--- src/rtl/pacman_pkg.sv ---
// Shared types and select encodings for the Pacman controller and datapath.
package pacman_pkg;

    typedef enum logic [2:0] {IDLE, INIT, DRAW, WAIT, ERASE, TURN, MOVE} ctrl_state_t;

    localparam logic [1:0] DIR_RIGHT = 2'd0;
    localparam logic [1:0] DIR_LEFT  = 2'd1;
    localparam logic [1:0] DIR_UP    = 2'd2;
    localparam logic [1:0] DIR_DOWN  = 2'd3;

    localparam logic [1:0] SEL_POS_LOAD  = 2'd0;
    localparam logic [1:0] SEL_POS_INC   = 2'd1;
    localparam logic [1:0] SEL_POS_DEC   = 2'd2;
    localparam logic [1:0] SEL_DIR_START = 2'd0;
    localparam logic [1:0] SEL_DIR_INPUT = 2'd1;
    localparam logic [1:0] SEL_TMR_LOAD  = 2'd0;
    localparam logic [1:0] SEL_TMR_COUNT = 2'd1;
    localparam logic [1:0] COLOR_BG      = 2'd0;
    localparam logic [1:0] COLOR_PACMAN  = 2'd1;

    // Offset counter width; a 1-pixel dimension still needs a 1-bit port.
    function automatic int unsigned off_width(input int unsigned n);
        return (n > 1) ? $clog2(n) : 1;
    endfunction

endpackage

--- src/rtl/pacman_controller_if.sv ---
// Control/status bundle between the Pacman controller (master) and datapath (slave).
interface pacman_controller_if import pacman_pkg::*; #(
    parameter int unsigned SPRITE_W = 4,
    parameter int unsigned SPRITE_H = 4
);
    localparam int unsigned XW = off_width(SPRITE_W);
    localparam int unsigned YW = off_width(SPRITE_H);

    logic          timer_done;
    logic [1:0]    cur_direction;
    logic          blocked;
    logic          en_x_position;
    logic          en_y_position;
    logic          en_direction;
    logic          en_timer;
    logic [1:0]    s_x_position;
    logic [1:0]    s_y_position;
    logic [1:0]    s_direction;
    logic [1:0]    s_timer;
    logic [1:0]    s_plot_color;
    logic          plot;
    logic [XW-1:0] x_off;
    logic [YW-1:0] y_off;

    modport master (
        input  timer_done, cur_direction, blocked,
        output en_x_position, en_y_position, en_direction, en_timer,
        output s_x_position, s_y_position, s_direction, s_timer, s_plot_color,
        output plot, x_off, y_off
    );

    modport slave (
        output timer_done, cur_direction, blocked,
        input  en_x_position, en_y_position, en_direction, en_timer,
        input  s_x_position, s_y_position, s_direction, s_timer, s_plot_color,
        input  plot, x_off, y_off
    );

endinterface

--- src/rtl/sprite_scan.sv ---
// Row-major W x H pixel counter shared by the DRAW and ERASE scans.
module sprite_scan import pacman_pkg::*; #(
    parameter int unsigned SPRITE_W = 4,
    parameter int unsigned SPRITE_H = 4,
    localparam int unsigned XW = off_width(SPRITE_W),
    localparam int unsigned YW = off_width(SPRITE_H)
) (
    input  logic          clk,
    input  logic          resetn,
    input  logic          i_start,
    input  logic          i_clear,
    output logic [XW-1:0] o_x_off,
    output logic [YW-1:0] o_y_off,
    output logic          o_last
);
    localparam logic [XW-1:0] XMax = XW'(SPRITE_W - 1);
    localparam logic [YW-1:0] YMax = YW'(SPRITE_H - 1);

    logic [XW-1:0] r_x;
    logic [YW-1:0] r_y;

    assign o_x_off = r_x;
    assign o_y_off = r_y;
    assign o_last  = (r_x == XMax) && (r_y == YMax);

    // Wrapping on the last pixel leaves the counters at 0 for the next scan.
    always_ff @(posedge clk or negedge resetn) begin
        if (!resetn) begin
            r_x <= '0;
            r_y <= '0;
        end else if (i_clear) begin
            r_x <= '0;
            r_y <= '0;
        end else if (i_start) begin
            if (r_x == XMax) begin
                r_x <= '0;
                r_y <= (r_y == YMax) ? '0 : r_y + 1'b1;
            end else begin
                r_x <= r_x + 1'b1;
            end
        end
    end

endmodule

--- src/rtl/pacman_controller.sv ---
// Game-tick sequencer: draw, wait for timer, erase, latch direction, move one step.
module pacman_controller import pacman_pkg::*; #(
    parameter int unsigned SPRITE_W = 4,
    parameter int unsigned SPRITE_H = 4
) (
    input  logic                clk,
    input  logic                resetn,
    input  logic                startGame,
    pacman_controller_if.master bus
);
    localparam int unsigned XW = off_width(SPRITE_W);
    localparam int unsigned YW = off_width(SPRITE_H);

    ctrl_state_t   r_state;
    logic          w_restart;
    logic          w_scan;
    logic          w_last;
    logic [XW-1:0] w_x_off;
    logic [YW-1:0] w_y_off;

    assign w_restart = startGame && (r_state != IDLE) && (r_state != INIT);
    assign w_scan    = (r_state == DRAW) || (r_state == ERASE);

    sprite_scan #(
        .SPRITE_W (SPRITE_W),
        .SPRITE_H (SPRITE_H)
    ) u_scan (
        .clk     (clk),
        .resetn  (resetn),
        .i_start (w_scan),
        .i_clear (w_restart),
        .o_x_off (w_x_off),
        .o_y_off (w_y_off),
        .o_last  (w_last)
    );

    always_ff @(posedge clk or negedge resetn) begin
        if (!resetn) begin
            r_state <= IDLE;
        end else if (w_restart) begin
            r_state <= INIT;
        end else begin
            case (r_state)
                IDLE:    if (startGame) r_state <= INIT;
                INIT:    if (!startGame) r_state <= DRAW;
                DRAW:    if (w_last) r_state <= WAIT;
                WAIT:    if (bus.timer_done) r_state <= ERASE;
                ERASE:   if (w_last) r_state <= TURN;
                TURN:    r_state <= MOVE;
                MOVE:    r_state <= DRAW;
                default: r_state <= IDLE;
            endcase
        end
    end

    // MOVE reads cur_direction/blocked after TURN has latched the new direction.
    always_comb begin
        bus.en_x_position = 1'b0;
        bus.en_y_position = 1'b0;
        bus.en_direction  = 1'b0;
        bus.en_timer      = 1'b0;
        bus.s_x_position  = SEL_POS_LOAD;
        bus.s_y_position  = SEL_POS_LOAD;
        bus.s_direction   = SEL_DIR_START;
        bus.s_timer       = SEL_TMR_LOAD;
        bus.s_plot_color  = COLOR_BG;
        bus.plot          = 1'b0;
        case (r_state)
            INIT: begin
                bus.en_x_position = 1'b1;
                bus.en_y_position = 1'b1;
                bus.en_direction  = 1'b1;
                bus.en_timer      = 1'b1;
            end
            DRAW: begin
                bus.plot         = 1'b1;
                bus.s_plot_color = COLOR_PACMAN;
                bus.en_timer     = w_last;
            end
            WAIT: begin
                bus.en_timer = 1'b1;
                bus.s_timer  = SEL_TMR_COUNT;
            end
            ERASE: bus.plot = 1'b1;
            TURN: begin
                bus.en_direction = 1'b1;
                bus.s_direction  = SEL_DIR_INPUT;
            end
            MOVE: begin
                if (!bus.blocked) begin
                    unique case (bus.cur_direction)
                        DIR_RIGHT: begin
                            bus.en_x_position = 1'b1;
                            bus.s_x_position  = SEL_POS_INC;
                        end
                        DIR_LEFT: begin
                            bus.en_x_position = 1'b1;
                            bus.s_x_position  = SEL_POS_DEC;
                        end
                        DIR_UP: begin
                            bus.en_y_position = 1'b1;
                            bus.s_y_position  = SEL_POS_DEC;
                        end
                        DIR_DOWN: begin
                            bus.en_y_position = 1'b1;
                            bus.s_y_position  = SEL_POS_INC;
                        end
                    endcase
                end
            end
            default: ;
        endcase
    end

    assign bus.x_off = w_x_off;
    assign bus.y_off = w_y_off;

endmodule
--- src/flat_wrapper.sv ---
// flat-port wrapper written by rule: the top's interface ports become plain ports
module pacman_controller_flat import pacman_pkg::*;
#(
    parameter int unsigned SPRITE_W = 4,
    parameter int unsigned SPRITE_H = 4
)
  (clk, resetn, startGame, bus_timer_done, bus_cur_direction, bus_blocked, bus_en_x_position, bus_en_y_position, bus_en_direction, bus_en_timer, bus_s_x_position, bus_s_y_position, bus_s_direction, bus_s_timer, bus_s_plot_color, bus_plot, bus_x_off, bus_y_off);
  pacman_controller_if #(.SPRITE_W(SPRITE_W), .SPRITE_H(SPRITE_H)) bus_i ();
  input  logic clk;
  input  logic resetn;
  input  logic startGame;
  input wire logic [$bits(bus_i.timer_done)-1:0] bus_timer_done;
  input wire logic [$bits(bus_i.cur_direction)-1:0] bus_cur_direction;
  input wire logic [$bits(bus_i.blocked)-1:0] bus_blocked;
  output wire logic [$bits(bus_i.en_x_position)-1:0] bus_en_x_position;
  output wire logic [$bits(bus_i.en_y_position)-1:0] bus_en_y_position;
  output wire logic [$bits(bus_i.en_direction)-1:0] bus_en_direction;
  output wire logic [$bits(bus_i.en_timer)-1:0] bus_en_timer;
  output wire logic [$bits(bus_i.s_x_position)-1:0] bus_s_x_position;
  output wire logic [$bits(bus_i.s_y_position)-1:0] bus_s_y_position;
  output wire logic [$bits(bus_i.s_direction)-1:0] bus_s_direction;
  output wire logic [$bits(bus_i.s_timer)-1:0] bus_s_timer;
  output wire logic [$bits(bus_i.s_plot_color)-1:0] bus_s_plot_color;
  output wire logic [$bits(bus_i.plot)-1:0] bus_plot;
  output wire logic [$bits(bus_i.x_off)-1:0] bus_x_off;
  output wire logic [$bits(bus_i.y_off)-1:0] bus_y_off;
  assign bus_i.timer_done = bus_timer_done;
  assign bus_i.cur_direction = bus_cur_direction;
  assign bus_i.blocked = bus_blocked;
  assign bus_en_x_position = bus_i.en_x_position;
  assign bus_en_y_position = bus_i.en_y_position;
  assign bus_en_direction = bus_i.en_direction;
  assign bus_en_timer = bus_i.en_timer;
  assign bus_s_x_position = bus_i.s_x_position;
  assign bus_s_y_position = bus_i.s_y_position;
  assign bus_s_direction = bus_i.s_direction;
  assign bus_s_timer = bus_i.s_timer;
  assign bus_s_plot_color = bus_i.s_plot_color;
  assign bus_plot = bus_i.plot;
  assign bus_x_off = bus_i.x_off;
  assign bus_y_off = bus_i.y_off;
  pacman_controller #(.SPRITE_W(SPRITE_W), .SPRITE_H(SPRITE_H)) u_core (.clk(clk), .resetn(resetn), .startGame(startGame), .bus(bus_i));
endmodule
--- config.mk ---
export PLATFORM = sky130hd
export DESIGN_NAME = pacman_controller_flat
export DESIGN_NICKNAME = d
export VERILOG_FILES = /design/src/rtl/pacman_pkg.sv /design/src/rtl/pacman_controller_if.sv /design/src/rtl/sprite_scan.sv /design/src/rtl/pacman_controller.sv /design/src/flat_wrapper.sv
export SDC_FILE = /design/constraint.sdc
export NUM_CORES = 1
export LEC_CHECK = 0
export BUFFER_PORTS_ARGS = -buffer_cell sky130_fd_sc_hd__buf_2
export CAP_MARGIN = 20
export CORE_AREA = 10 10 47 49
export CTS_BUF_LIST = sky130_fd_sc_hd__clkbuf_4
export DETAILED_ROUTE_END_ITERATION = 10
export DIE_AREA = 0 0 57 59
export PLACE_DENSITY = 0.72
export SLEW_MARGIN = 30
export SYNTH_ARGS = -nofsm -noshare
export SYNTH_HDL_FRONTEND = slang
export SYNTH_SLANG_ARGS = --single-unit
--- constraint.sdc ---
create_clock -name clk -period 1.85 [get_ports clk]
set_input_delay 0 -clock clk [delete_from_list [all_inputs] [get_ports clk]]
set_output_delay 0 -clock clk [all_outputs]
set_load 0.02 [all_outputs]
# Word level (Yosys, flattened, before mapping)
# Cells that the tools add are included.
dict set report classes {
  add_sub_neg 2
  n_eq_ne 17
  muxes 32
  reduce_logical 16
}
# operator n
set ops {}
lappend ops {{2-bit two-way mux} 11}
lappend ops {{3-bit case mux with 7 select lines} 1}
lappend ops {{3-bit two-way mux} 6}
lappend ops {{3-bit inequality test, second input constant} 5}
lappend ops {{2-bit OR reduction} 5}
lappend ops {{3-bit equality test, second input constant} 3}
lappend ops {{1-bit two-way mux} 9}
lappend ops {{2-bit equality test, second input constant} 4}
lappend ops {{2-bit case mux with 2 select lines} 2}
lappend ops {{3-bit by 2-bit equality test with 1-bit output, second input constant} 2}
lappend ops {{1-bit case mux with 2 select lines} 3}
lappend ops {{5-bit AND reduction} 1}
lappend ops {{2-bit by 1-bit adder with 2-bit output, second input constant} 2}
lappend ops {{2-bit nonzero test} 2}
lappend ops {{3-bit by 1-bit equality test with 1-bit output, second input constant} 1}
lappend ops {{1-bit logical AND} 3}
lappend ops {{3-bit logical NOT} 1}
lappend ops {{3-bit by 1-bit inequality test with 1-bit output, second input constant} 1}
lappend ops {{3-bit nonzero test} 1}
lappend ops {{2-bit by 1-bit equality test with 1-bit output, second input constant} 1}
lappend ops {{2-bit logical NOT} 1}
lappend ops {{2-bit AND reduction} 1}
lappend ops {{1-bit logical OR} 1}
dict set report word_totals {
  reg_bits 7
  out_inout_bits 19
  wordCells 70
}

# Depth between registers and ports, before layout
# Gate-level depths: netlist of the first run.
dict set report depth {
  word_depth 5
  ltp_mapped 4
  ltp_nobuf 4
}

# By module
# From an unflattened synthesis of the first run, not the netlist that was laid out.
dict set report hier_totals {
  cells_unflattened 61
  area_unflattened_um2 508.0
}
# module n_inst cells_each area_each_um2 seq_area_each_um2
set modules_own_cells {}
lappend modules_own_cells {pacman_controller 1 43 292.8 75.1}
lappend modules_own_cells {sprite_scan 1 18 215.2 100.1}

# Worst setup path before layout of the first run
# Ideal clock, no wire load.
dict set report synth_timing {
  path_kind {register to register}
  from {reg u_core.r_state[1]}
  to {reg u_core.u_scan.r_x[0], in the netlist u_core.u_scan.o_x_off[0]}
  setup_ps 79
  arrival_ps 1303
  t_required_ps 1771
  setup_slack_ps 467
  path_stages_with_launch 5
  n_path_buf 1
  path_cell_list {dfrtp_1 > buf_6 > xnor2_2 > nor2_1 > mux2i_1}
}
dict set report synth_between {
  elab_chain_cells 4
}
# item line_no
set synth_rtl {}
lappend synth_rtl {{start, declared} pacman_controller.sv:14} ;# ctrl_state_t r_state;
lappend synth_rtl {{start signal, assigned} pacman_controller.sv:39} ;# r_state <= IDLE;
lappend synth_rtl {{start signal, assigned} pacman_controller.sv:41} ;# r_state <= INIT;
lappend synth_rtl {{start signal, assigned} pacman_controller.sv:44} ;# IDLE: if (startGame) r_state <= INIT;
lappend synth_rtl {{3-bit nonzero test} pacman_controller.sv:21} ;# assign w_restart = startGame && (r_state != IDLE) && (r_state != INIT);
lappend synth_rtl {{1-bit logical AND (2 in series)} pacman_controller.sv:21}
lappend synth_rtl {{2-bit two-way mux / 2-bit nonzero test (equally long branches)} n/a}
lappend synth_rtl {{end signal, assigned} sprite_scan.sv:39} ;# r_x <= r_x + 1'b1;
lappend synth_rtl {{end, declared} sprite_scan.sv:19} ;# logic [XW-1:0] r_x;
# Parallel ways exist; a longest one is shown, timed or not.
# A chain may end at the register's enable or synchronous reset.

# Worst setup path in the final report of the first run
dict set report layout_timing {
  from {reg u_core.r_state[1]}
  to {out bus_en_y_position}
}
dict set report layout_between {
  elab_chain_cells 2
}
# item line_no
set layout_rtl {}
lappend layout_rtl {{3-bit equality test / 3-bit by 1-bit equality test with 1-bit output (equally long branches)} pacman_controller.sv:68} ;# case (r_state)
lappend layout_rtl {{1-bit case mux with 2 select lines (*)} pacman_controller.sv:68}
lappend layout_rtl {{end, declared} flat_wrapper.sv:16} ;# output wire logic [$bits(bus_i.en_y_position)-1:0] bus_en_y_position;
# Every way passes the cells marked *; elsewhere a longest branch is shown, timed or not.

==> flow_summary.json, run 1 <==
{
  "rsz0062_at_grt": "false",
  "gp_congestion": 0.707,
  "final_cell_mix": "buf_2, nor2_1, dfrtp_1",
  "die_y_um": 59,
  "maxCapViolCount": 0,
  "start_util_pct": 35.2,
  "holdWs_ns": 0.0548,
  "antenna_cells": 0,
  "clock_latency_ns": 0.25,
  "crit_required_ns": 1.85,
  "cts_sinks": 7,
  "fin_crit_ns": 1.57,
  "cts_setup_buffers": 0,
  "ant_nets": 0,
  "vdd_drop_max_uv": 464,
  "cts_resized": 0,
  "p_per_area_nw_per_um2": 849,
  "grt_max_degree": 12,
  "cp_top_family": "simple AND/OR/NAND/NOR gates",
  "drtPass1Iterations": 4,
  "fin_setup_tns_ns": 0,
  "drt_iter0_drc": 4,
  "ioPinCount": 26,
  "hold_class": "in2reg",
  "grt_pass1_vias": 474,
  "yosysSeqAreaShare_pct": 35.5,
  "wl_um": 1250,
  "syn_avg_cell_area_um2": 8.65,
  "grt_usage_pct": 7.41,
  "critical_path_class": "reg2out",
  "hold_violations": 0,
  "cts_buffers": 3,
  "cts-root-buf": "clkbuf_4",
  "worst-path-buf-inv": 1,
  "synth_warnings": 0,
  "final_common_cell": "buf_2",
  "clk_pin_slew_worst_paths_ns": 0.05,
  "fin_skew_ns": 0.00307,
  "ys_types": 25,
  "cp.arrival_ns": 1.57,
  "fp.coreArea_um2": 1400,
  "area_delta_synth_final_pct": 29.7,
  "drive_gt1_share_pct": 32.9,
  "die-area_um2": 3360,
  "max_stage_delay_ns": 0.51,
  "h-tree-depth": 1,
  "viasPerCell": 4.85,
  "rows": 14,
  "antenna_found_initial": 0,
  "vias": 475,
  "tightest_slew_ns": 0.496,
  "cts_buffer_depth": 2,
  "end_kind": "output pin",
  "syn_inst": 57,
  "fin_area_um2": 639,
  "cts_tree": "done",
  "leakagePower_uw": 0.000348,
  "drcViolationCount": 0,
  "slew_headroom_pct": 66.7,
  "cp_slowest_cell": "dfrtp_1",
  "grt_pass1_wl_um": 2020,
  "start_kind": "flip-flop",
  "wire_per_inst_um": 12.7,
  "final_nets": 92,
  "post-route-period-util_pct": 84.8,
  "placed_cell_area_um2": 589,
  "die_w_um": 57,
  "synth_area_um2": 493,
  "finalSetupViolations": 0,
  "grt_overflow": 0,
  "port_buffers": 22,
  "slew_viol_final": 0,
  "fmax_ghz": 0.637,
  "outcome": "complete, no violations",
  "ys_ff_latch": 7,
  "crit_fanout": 10,
  "path_cells": "nor4bb_1 > nand2_1 > o21ai_0 > buf_2",
  "dp_hpwl_um": 1020
}
kinds of logic (layout without fill, tap and decap cells):
logic type,Yosys count,in the layout,synth area share [%]
XOR/XNOR,1,1,3.30
adder cells (fa/ha/maj),2,2,5.08
other,1,3,0.761
flip-flops,7,7,35.5
AND/OR/NAND/NOR,25,25,25.9
multiplexers,2,2,4.06
buffers and inverters,7,30,9.90
AO/OA/AOI/OAI,12,12,15.5
routing by layer:
metal / wire [um] / global-route usage [%]
met5: 0 / 0
met4: 19 / 4.03
met3: 206 / 6.01
met2: 528 / 11.2
met1: 495 / 7.05
final cells by class:
class                   instances  area (um^2)
well taps                      16         20.0
inverters                       2         7.51
flip-flops and latches          7          175
multi-input cells              45          277
fillers                       146          762
clock buffers                   4         30.0
repair buffers                 24          130
synth_stat cells:
| cell | number | share of area [%] |
|---|---|---|
| nor2_1 | 9 | 6.9 |
| ha_1 | 2 | 5.1 |
| or4_1 | 1 | 1.5 |
| a21boi_1 | 1 | 1.5 |
| xnor2_2 | 1 | 3.3 |
| and3b_1 | 1 | 1.8 |
| dfrtp_1 | 7 | 36 |
| a21oi_1 | 1 | 1.0 |
| nor3b_1 | 1 | 1.5 |
| conb_1 | 1 | 0.76 |
| buf_4 | 4 | 6.1 |
| o211ai_1 | 2 | 3.0 |
| mux2i_1 | 2 | 4.1 |
| and2_1 | 1 | 1.3 |
| a311o_1 | 1 | 2.0 |
| nor2b_1 | 2 | 2.5 |
| nand2b_1 | 3 | 3.8 |
| a31oi_1 | 1 | 1.3 |
| nor4bb_1 | 1 | 2.0 |
| o21ai_0 | 4 | 4.1 |
| inv_1 | 2 | 1.5 |
| o31ai_1 | 1 | 1.5 |
| o21ai_1 | 1 | 1.0 |
| buf_6 | 1 | 2.3 |
| nand2_1 | 6 | 4.6 |
timing repair:
item                                    CTS  global route
hold buffers                              2             0
endpoints found under the hold margin     9             0
endpoints found under the setup margin    0             0
path summary, 6_finish.rpt:
| path | slack, ns | from | depth (start not counted) | endpoint |
|---|---|---|---|---|
| min in group asynchronous | 0.11 | resetn | 2 | u_core.u_scan.o_x_off[0] |
| min reg2reg | 0.55 | u_core.u_scan.o_y_off[1] | 2 | u_core.u_scan.o_y_off[1] |
| max reg2reg | 0.44 | u_core.r_state[1] | 3 | u_core.r_state[0] |
| max in group asynchronous | 1.58 | resetn | 2 | u_core.r_state[1] |
| max | 0.28 | u_core.r_state[1] | 4 | bus_en_y_position |
| min | 0.05 | bus_timer_done | 3 | u_core.r_state[2] |
per-stage QoR:
stage | total power [uW] | instances | util, % | worst slack [ns]
floorplan | 338 | 59 | - | 0.467
global placement | 387 | 92 | 42.1 | 0.508
detailed placement | 392 | 92 | 42.1 | 0.456
CTS | 551 | 98 | 45.6 | 0.271
global route | 589 | 98 | 45.6 | 0.0530
finish | 543 | 98 | 45.6 | 0.281
where the power goes:
part           switching [uW]  internal, uW
Clock                    54.5          96.8
Combinational             115          70.6
Sequential               28.9           177
worst min-delay path: stages:
cell     delay (ns)
buf_2          0.10
a21oi_1        0.05
nor2_1         0.11
flip-flops by register name, indices dropped and copies added, names as in the netlist:
name / flops
u_core.r_state: 3
u_core.u_scan.o_x_off: 2
u_core.u_scan.o_y_off: 2
(Power assumes the default switching activity.)
==> run 2, diff against run 1 <==
--- a/config.mk
+++ b/config.mk
@@ -11,7 +11,7 @@
 export CTS_BUF_LIST = sky130_fd_sc_hd__clkbuf_4
 export DETAILED_ROUTE_END_ITERATION = 10
 export DIE_AREA = 0 0 57 59
-export PLACE_DENSITY = 0.72
+export PLACE_DENSITY = 0.74
 export SLEW_MARGIN = 30
 export SYNTH_ARGS = -nofsm -noshare
 export SYNTH_HDL_FRONTEND = slang
==> constraint.sdc (replaced) <==
create_clock -name clk -period 1.4 [get_ports clk]
set_input_delay 0 -clock clk [delete_from_list [all_inputs] [get_ports clk]]
set_output_delay 0 -clock clk [all_outputs]
set_load 0.02 [all_outputs]
==> run 2 against run 1 <==
The flow now finishes with violations (negative setup slack). Largest power group is now combinational logic. Cell area increased by 22%. Critical path depth did not move. Sequential cell count is the same. Final cell count is 9.2% higher. Combinational power up 83%. Die area unchanged. Via count rose by 6.9%. Sequential power increased by 29%. Largest cell class unchanged. Critical path type is now reg2reg. Core utilization is 10 points higher. Critical endpoint is now u_core.u_scan.o_y_off[0]. Global-route usage up 0.44 points.
==> flow_summary.json, run 2 (synthesis gave the netlist of run 1 again) <==
{
  "outcome": "complete, but fails checks",
  "violations": "negative setup slack",
  "vias": 508,
  "ioPinCount": 26,
  "gp_congestion": 0.754,
  "slew_viol_final": 0,
  "leakagePower_uw": 0.000403,
  "drcViolationCount": 0,
  "cp_top_family": "simple AND/OR/NAND/NOR gates",
  "h-tree-depth": 1,
  "antenna_cells": 0,
  "vdd_drop_max_uv": 765,
  "drive_gt1_share_pct": 49.5,
  "antenna_found_initial": 0,
  "hold_violations": 0,
  "ant_nets": 0,
  "post-route-period-util_pct": 105,
  "cts_buffers": 3,
  "worst-path-buf-inv": 1,
  "clock_latency_ns": 0.24,
  "grt_usage_pct": 7.84,
  "die_w_um": 57,
  "critical_path_class": "reg2reg",
  "clk_pin_slew_worst_paths_ns": 0.05,
  "rows": 14,
  "die_y_um": 59,
  "crit_start": "u_core.r_state[1]",
  "cts_buffer_depth": 2,
  "hold_class": "in2reg",
  "fin_crit_ns": 1.47,
  "area_delta_synth_final_pct": 58.1,
  "path_cells": "buf_6 > xnor2_4 > or4_1 > a21boi_1",
  "fin_skew_ns": 0.00144,
  "port_buffers": 22,
  "fillers": 144,
  "viasPerCell": 4.75,
  "timing.rr.start": "u_core.r_state[1]",
  "wl_um": 1390,
  "finalSetupViolations": 1,
  "largest_register_ffs": 3,
  "end_kind": "flip-flop",
  "finalPower_uw": 800,
  "grt_overflow": 0,
  "dp_hpwl_um": 1060,
  "maxCapViolCount": 0,
  "fp.coreArea_um2": 1400,
  "start_util_pct": 35.2,
  "start_kind": "flip-flop",
  "cts_tree": "done",
  "drtPass1Iterations": 3,
  "cts_sinks": 7,
  "cp_slowest_cell": "or4_1",
  "p_per_area_nw_per_um2": 1030,
  "cp.arrival_ns": 1.64,
  "fin_cells": 107,
  "placedCellCount": 96,
  "fin_ws_ns": -0.0721,
  "crit_fanout": 8,
  "rsz0062_at_grt": "true",
  "r2r_slack_ns": -0.07,
  "die-area_um2": 3360,
  "final_common_cell": "buf_2",
  "wire_per_inst_um": 13.0,
  "grt_pass1_vias": 506,
  "final_cell_mix": "buf_2, buf_4, nor2_1",
  "drt_iter0_drc": 5,
  "crit_required_ns": 1.57,
  "max_stage_delay_ns": 0.51,
  "grt_max_degree": 10,
  "final_nets": 101,
  "largest-register": "u_core.r_state",
  "min_from": "bus_timer_done",
  "grt_pass1_wl_um": 2170,
  "fmax_ghz": 0.679,
  "cts-root-buf": "clkbuf_4"
}
==> run 2: per-layer routing <==
metal | track usage (%) | vias to the layer above | part of all wire [%]
met4 | 5.03 | 0 | 0
met3 | 3.00 | 0 | 8.6
met1 | 8.14 | 233 | 42
met2 | 13.0 | 18 | 50
met5 | 0 | - | 0
li1 | - | 257 | -
==> run 2: final timing paths <==
check | to | cells after the start
worst max-delay path | u_core.u_scan.o_y_off[0] | 4
worst min-delay path | u_core.r_state[1] | 4
worst max register to register | u_core.u_scan.o_y_off[0] | 4
worst min register to register | u_core.u_scan.o_x_off[1] | 2
max in group asynchronous | u_core.r_state[2] | 2
min in group asynchronous | u_core.u_scan.o_x_off[1] | 2
==> run 2: final cells by class <==
cell class	instances	area (um^2)	share of cell area (%)
Clock buffer	4	30.0	3.85
Inverter	2	7.51	0.963
Sequential cell	7	179	23.0
Timing Repair Buffer	33	221	28.4
Tap cell	16	20.0	2.57
Multi-Input combinational cell	45	322	41.3
==> run 2: worst register-to-register path, delay by kind of cell, from the launching register on <==
| family | cells | cell delay (ns) |
|---|---|---|
| XOR/XNOR | 1 | 0.13 |
| AND/OR/NAND/NOR | 1 | 0.51 |
| buffers and inverters | 1 | 0.15 |
| AO/OA/AOI/OAI | 1 | 0.16 |
| flip-flops | 1 | 0.45 |
==> run 2: timing repair <==
action,CTS,global route
pin swaps,0,5
hold buffers,2,0
endpoints found under the hold margin,10,0
gates resized for setup,5,16
buffers inserted,1,4
setup endpoints to repair,9,11
==> run 2: power by group <==
part / internal, uW / switching [uW] / total (uW)
clock: 128 / 68.0 / 196
sequential: 236 / 30.3 / 266
combinational: 153 / 186 / 339
==> run 2: through the flow <==
stage / hold WS, ns / setup TNS (ns) / setup WS [ns] / util [%] / cell area, um^2
after floorplan: -0.296 / 0 / 0.0171 / - / 500
after global placement: -0.161 / 0 / 0.0815 / 44.2 / 619
after detailed placement: -0.163 / 0 / 0.0613 / 44.2 / 619
after CTS: 0.0769 / -0.0154 / -0.0154 / 49.7 / 697
after global routing: 0.0940 / -0.510 / -0.115 / 55.6 / 779
final: 0.0856 / -0.0721 / -0.0721 / 55.6 / 779
==> run 3, diff against run 2 <==
--- a/config.mk
+++ b/config.mk
@@ -11,8 +11,9 @@
 export CTS_BUF_LIST = sky130_fd_sc_hd__clkbuf_4
 export DETAILED_ROUTE_END_ITERATION = 10
 export DIE_AREA = 0 0 57 59
-export PLACE_DENSITY = 0.74
+export PLACE_DENSITY = 0.76
 export SLEW_MARGIN = 30
 export SYNTH_ARGS = -nofsm -noshare
 export SYNTH_HDL_FRONTEND = slang
+export SYNTH_HIERARCHICAL = 1
 export SYNTH_SLANG_ARGS = --single-unit
==> run 3 against run 2 <==
The run still ends with negative setup slack left. Synthesized cell count rose by 7.0%. Die area did not move. First-iteration DRC count fell by 60%. Setup slack improved by 0.0068 ns. Maximum frequency rose by 0.46%. Global-route usage rose by 1.7 points. Non-clock buffer count rose by 4. Total power fell by 1.7%. Cell area rose by 11%. Critical path depth fell by 1. Sequential cell count did not move. Critical endpoint is now bus_s_y_position[1].
==> flow_summary.json, run 3 <==
{
  "leakagePower_uw": 0.000440,
  "drive_gt1_share_pct": 62.2,
  "end_kind": "output pin",
  "drtPass1Iterations": 4,
  "min_path_cells": 3,
  "grt_max_degree": 11,
  "pre_cts_ws_ns": 0.0875,
  "fin_cells": 114,
  "outcome": "complete, but fails checks",
  "final_nets": 108,
  "crit_fanout": 3,
  "ys_types": 27,
  "ioPinCount": 26,
  "vias": 560,
  "maxCapViolCount": 0,
  "slew_viol_final": 0,
  "rsz0062_at_grt": "true",
  "fp.coreArea_um2": 1400,
  "timing.rr.start": "u_core/r_state[2]",
  "fin_crit_ns": 1.47,
  "synth_edf_count": 0,
  "grt_overflow": 0,
  "synthMostInstantiatedCell": "nor2_1",
  "hold_violations": 0,
  "drcViolationCount": 0,
  "wire_per_inst_um": 14.4,
  "die_w_um": 57,
  "die_y_um": 59,
  "fin_ws_ns": -0.0653,
  "ant_nets": 0,
  "grt_pass1_wl_um": 2660,
  "yosysSeqAreaShare_pct": 34.5,
  "post-route-period-util_pct": 105,
  "largest-register": "u_core/r_state",
  "rows": 14,
  "synthFlopType": "dfrtp_1",
  "vdd_drop_max_uv": 513,
  "die-area_um2": 3360,
  "finalSetupViolations": 6,
  "start_util_pct": 36.2,
  "crit_required_ns": 1.40,
  "port_buffers": 22,
  "cts-root-buf": "clkbuf_4",
  "critical_path_class": "reg2out",
  "placedCellCount": 100,
  "fin_skew_ns": 0.00224,
  "grt_pass1_vias": 613,
  "synth_area_um2": 508,
  "ys_ff_latch": 7,
  "synth_area_leaders": "dfrtp_1, buf_4, nor2_1",
  "antenna_cells": 0,
  "min_from": "bus_timer_done",
  "antenna_found_initial": 0,
  "synth_top_area_share_pct": 34.5,
  "yosysTopAreaCell": "dfrtp_1",
  "hold_class": "in2reg",
  "gp_congestion": 0.708,
  "final_cell_mix": "buf_2, buf_4, buf_6",
  "synthTopCellsByCount": "nor2_1, dfrtp_1, a21oi_1",
  "cts_buffer_depth": 2,
  "clock_latency_ns": 0.25,
  "syn_avg_cell_area_um2": 8.33,
  "fmax_ghz": 0.682,
  "dp_hpwl_um": 1130,
  "syn_inst": 61,
  "p_per_area_nw_per_um2": 911,
  "final_common_cell": "buf_2",
  "drt_iter0_drc": 2,
  "async_flop_share_pct": 100,
  "largest_register_ffs": 3,
  "viasPerCell": 4.91,
  "crit_start": "u_core/r_state[0]",
  "cts_tree": "done",
  "violations": "negative setup slack",
  "start_kind": "flip-flop",
  "cts_sinks": 7,
  "synth_warnings": 6,
  "cts_buffers": 3,
  "h-tree-depth": 1,
  "wl_um": 1640,
  "area_delta_synth_final_pct": 70.0,
  "reg2reg_depth": 5,
  "holdWs_ns": 0.0180,
  "cp.arrival_ns": 1.47,
  "grt_usage_pct": 9.49,
  "clk_pin_slew_worst_paths_ns": 0.05
}
run 3: what timing repair did:
item	CTS	global route
pin swaps	1	2
endpoints found under the setup margin	7	12
gates cloned	0	0
gates resized for setup	15	16
endpoints found under the hold margin	9	0
hold buffers	2	0
setup buffers	4	4
run 3: power breakdown:
part / switching [uW] / internal (uW)
sequential: 22.6 / 232
combinational: 177 / 148
clock: 79.3 / 128
run 3: per-stage QoR:
step	setup TNS [ns]	cell area, um^2	util, %	total power [uW]
2_1_floorplan	-0.0874	541	-	429
3_3_place_gp	0	662	47.2	503
3_5_place_dp	0	662	47.2	511
4_1_cts	-0.324	783	55.9	763
5_1_grt	-0.567	863	61.6	841
6_report	-0.222	863	61.6	787
run 3: final cells by class:
type	instances	area, um^2
Fill cell	132	538
Inverter	3	11.3
Sequential cell	7	178
Tap cell	16	20.0
Timing Repair Buffer	37	278
Clock buffer	4	30.0
Multi-Input combinational cell	47	347
run 3: final timing paths:
check / to / slack [ns]
max in group asynchronous: u_core/r_state[0] / 1.12
hold / removal: u_core/r_state[2] / 0.02
min in group asynchronous: u_core/u_scan/o_x_off[1] / 0.11
setup reg to reg: u_core/u_scan/o_x_off[0] / -0.02
hold reg to reg: u_core/u_scan/o_x_off[1] / 0.57
setup / recovery: bus_s_y_position[1] / -0.07
run 3: cell families after synthesis:
| logic type | synth area share [%] |
|---|---|
| AO/OA/AOI/OAI | 16.3 |
| flip-flops | 34.5 |
| AND/OR/NAND/NOR | 31.0 |
| other | 0.738 |
| multiplexers | 1.97 |
| adder cells (fa/ha/maj) | 4.93 |
| buffers and inverters | 10.6 |
run 3: metal layers:
layer | track usage, % | part of all wire, % | up-vias
met2 | 16.6 | 52 | 22
met3 | 3.43 | 8.5 | 2
met1 | 9.71 | 39 | 264
met5 | 0 | 0 | -
li1 | - | - | 272
met4 | 5.03 | 0.98 | 0
run 3: worst max-delay path, cell delays in order, from the launching register on:
cell	delay, ns
dfrtp_2	0.41
or4b_4	0.57
nor2_2	0.11
buf_6	0.12
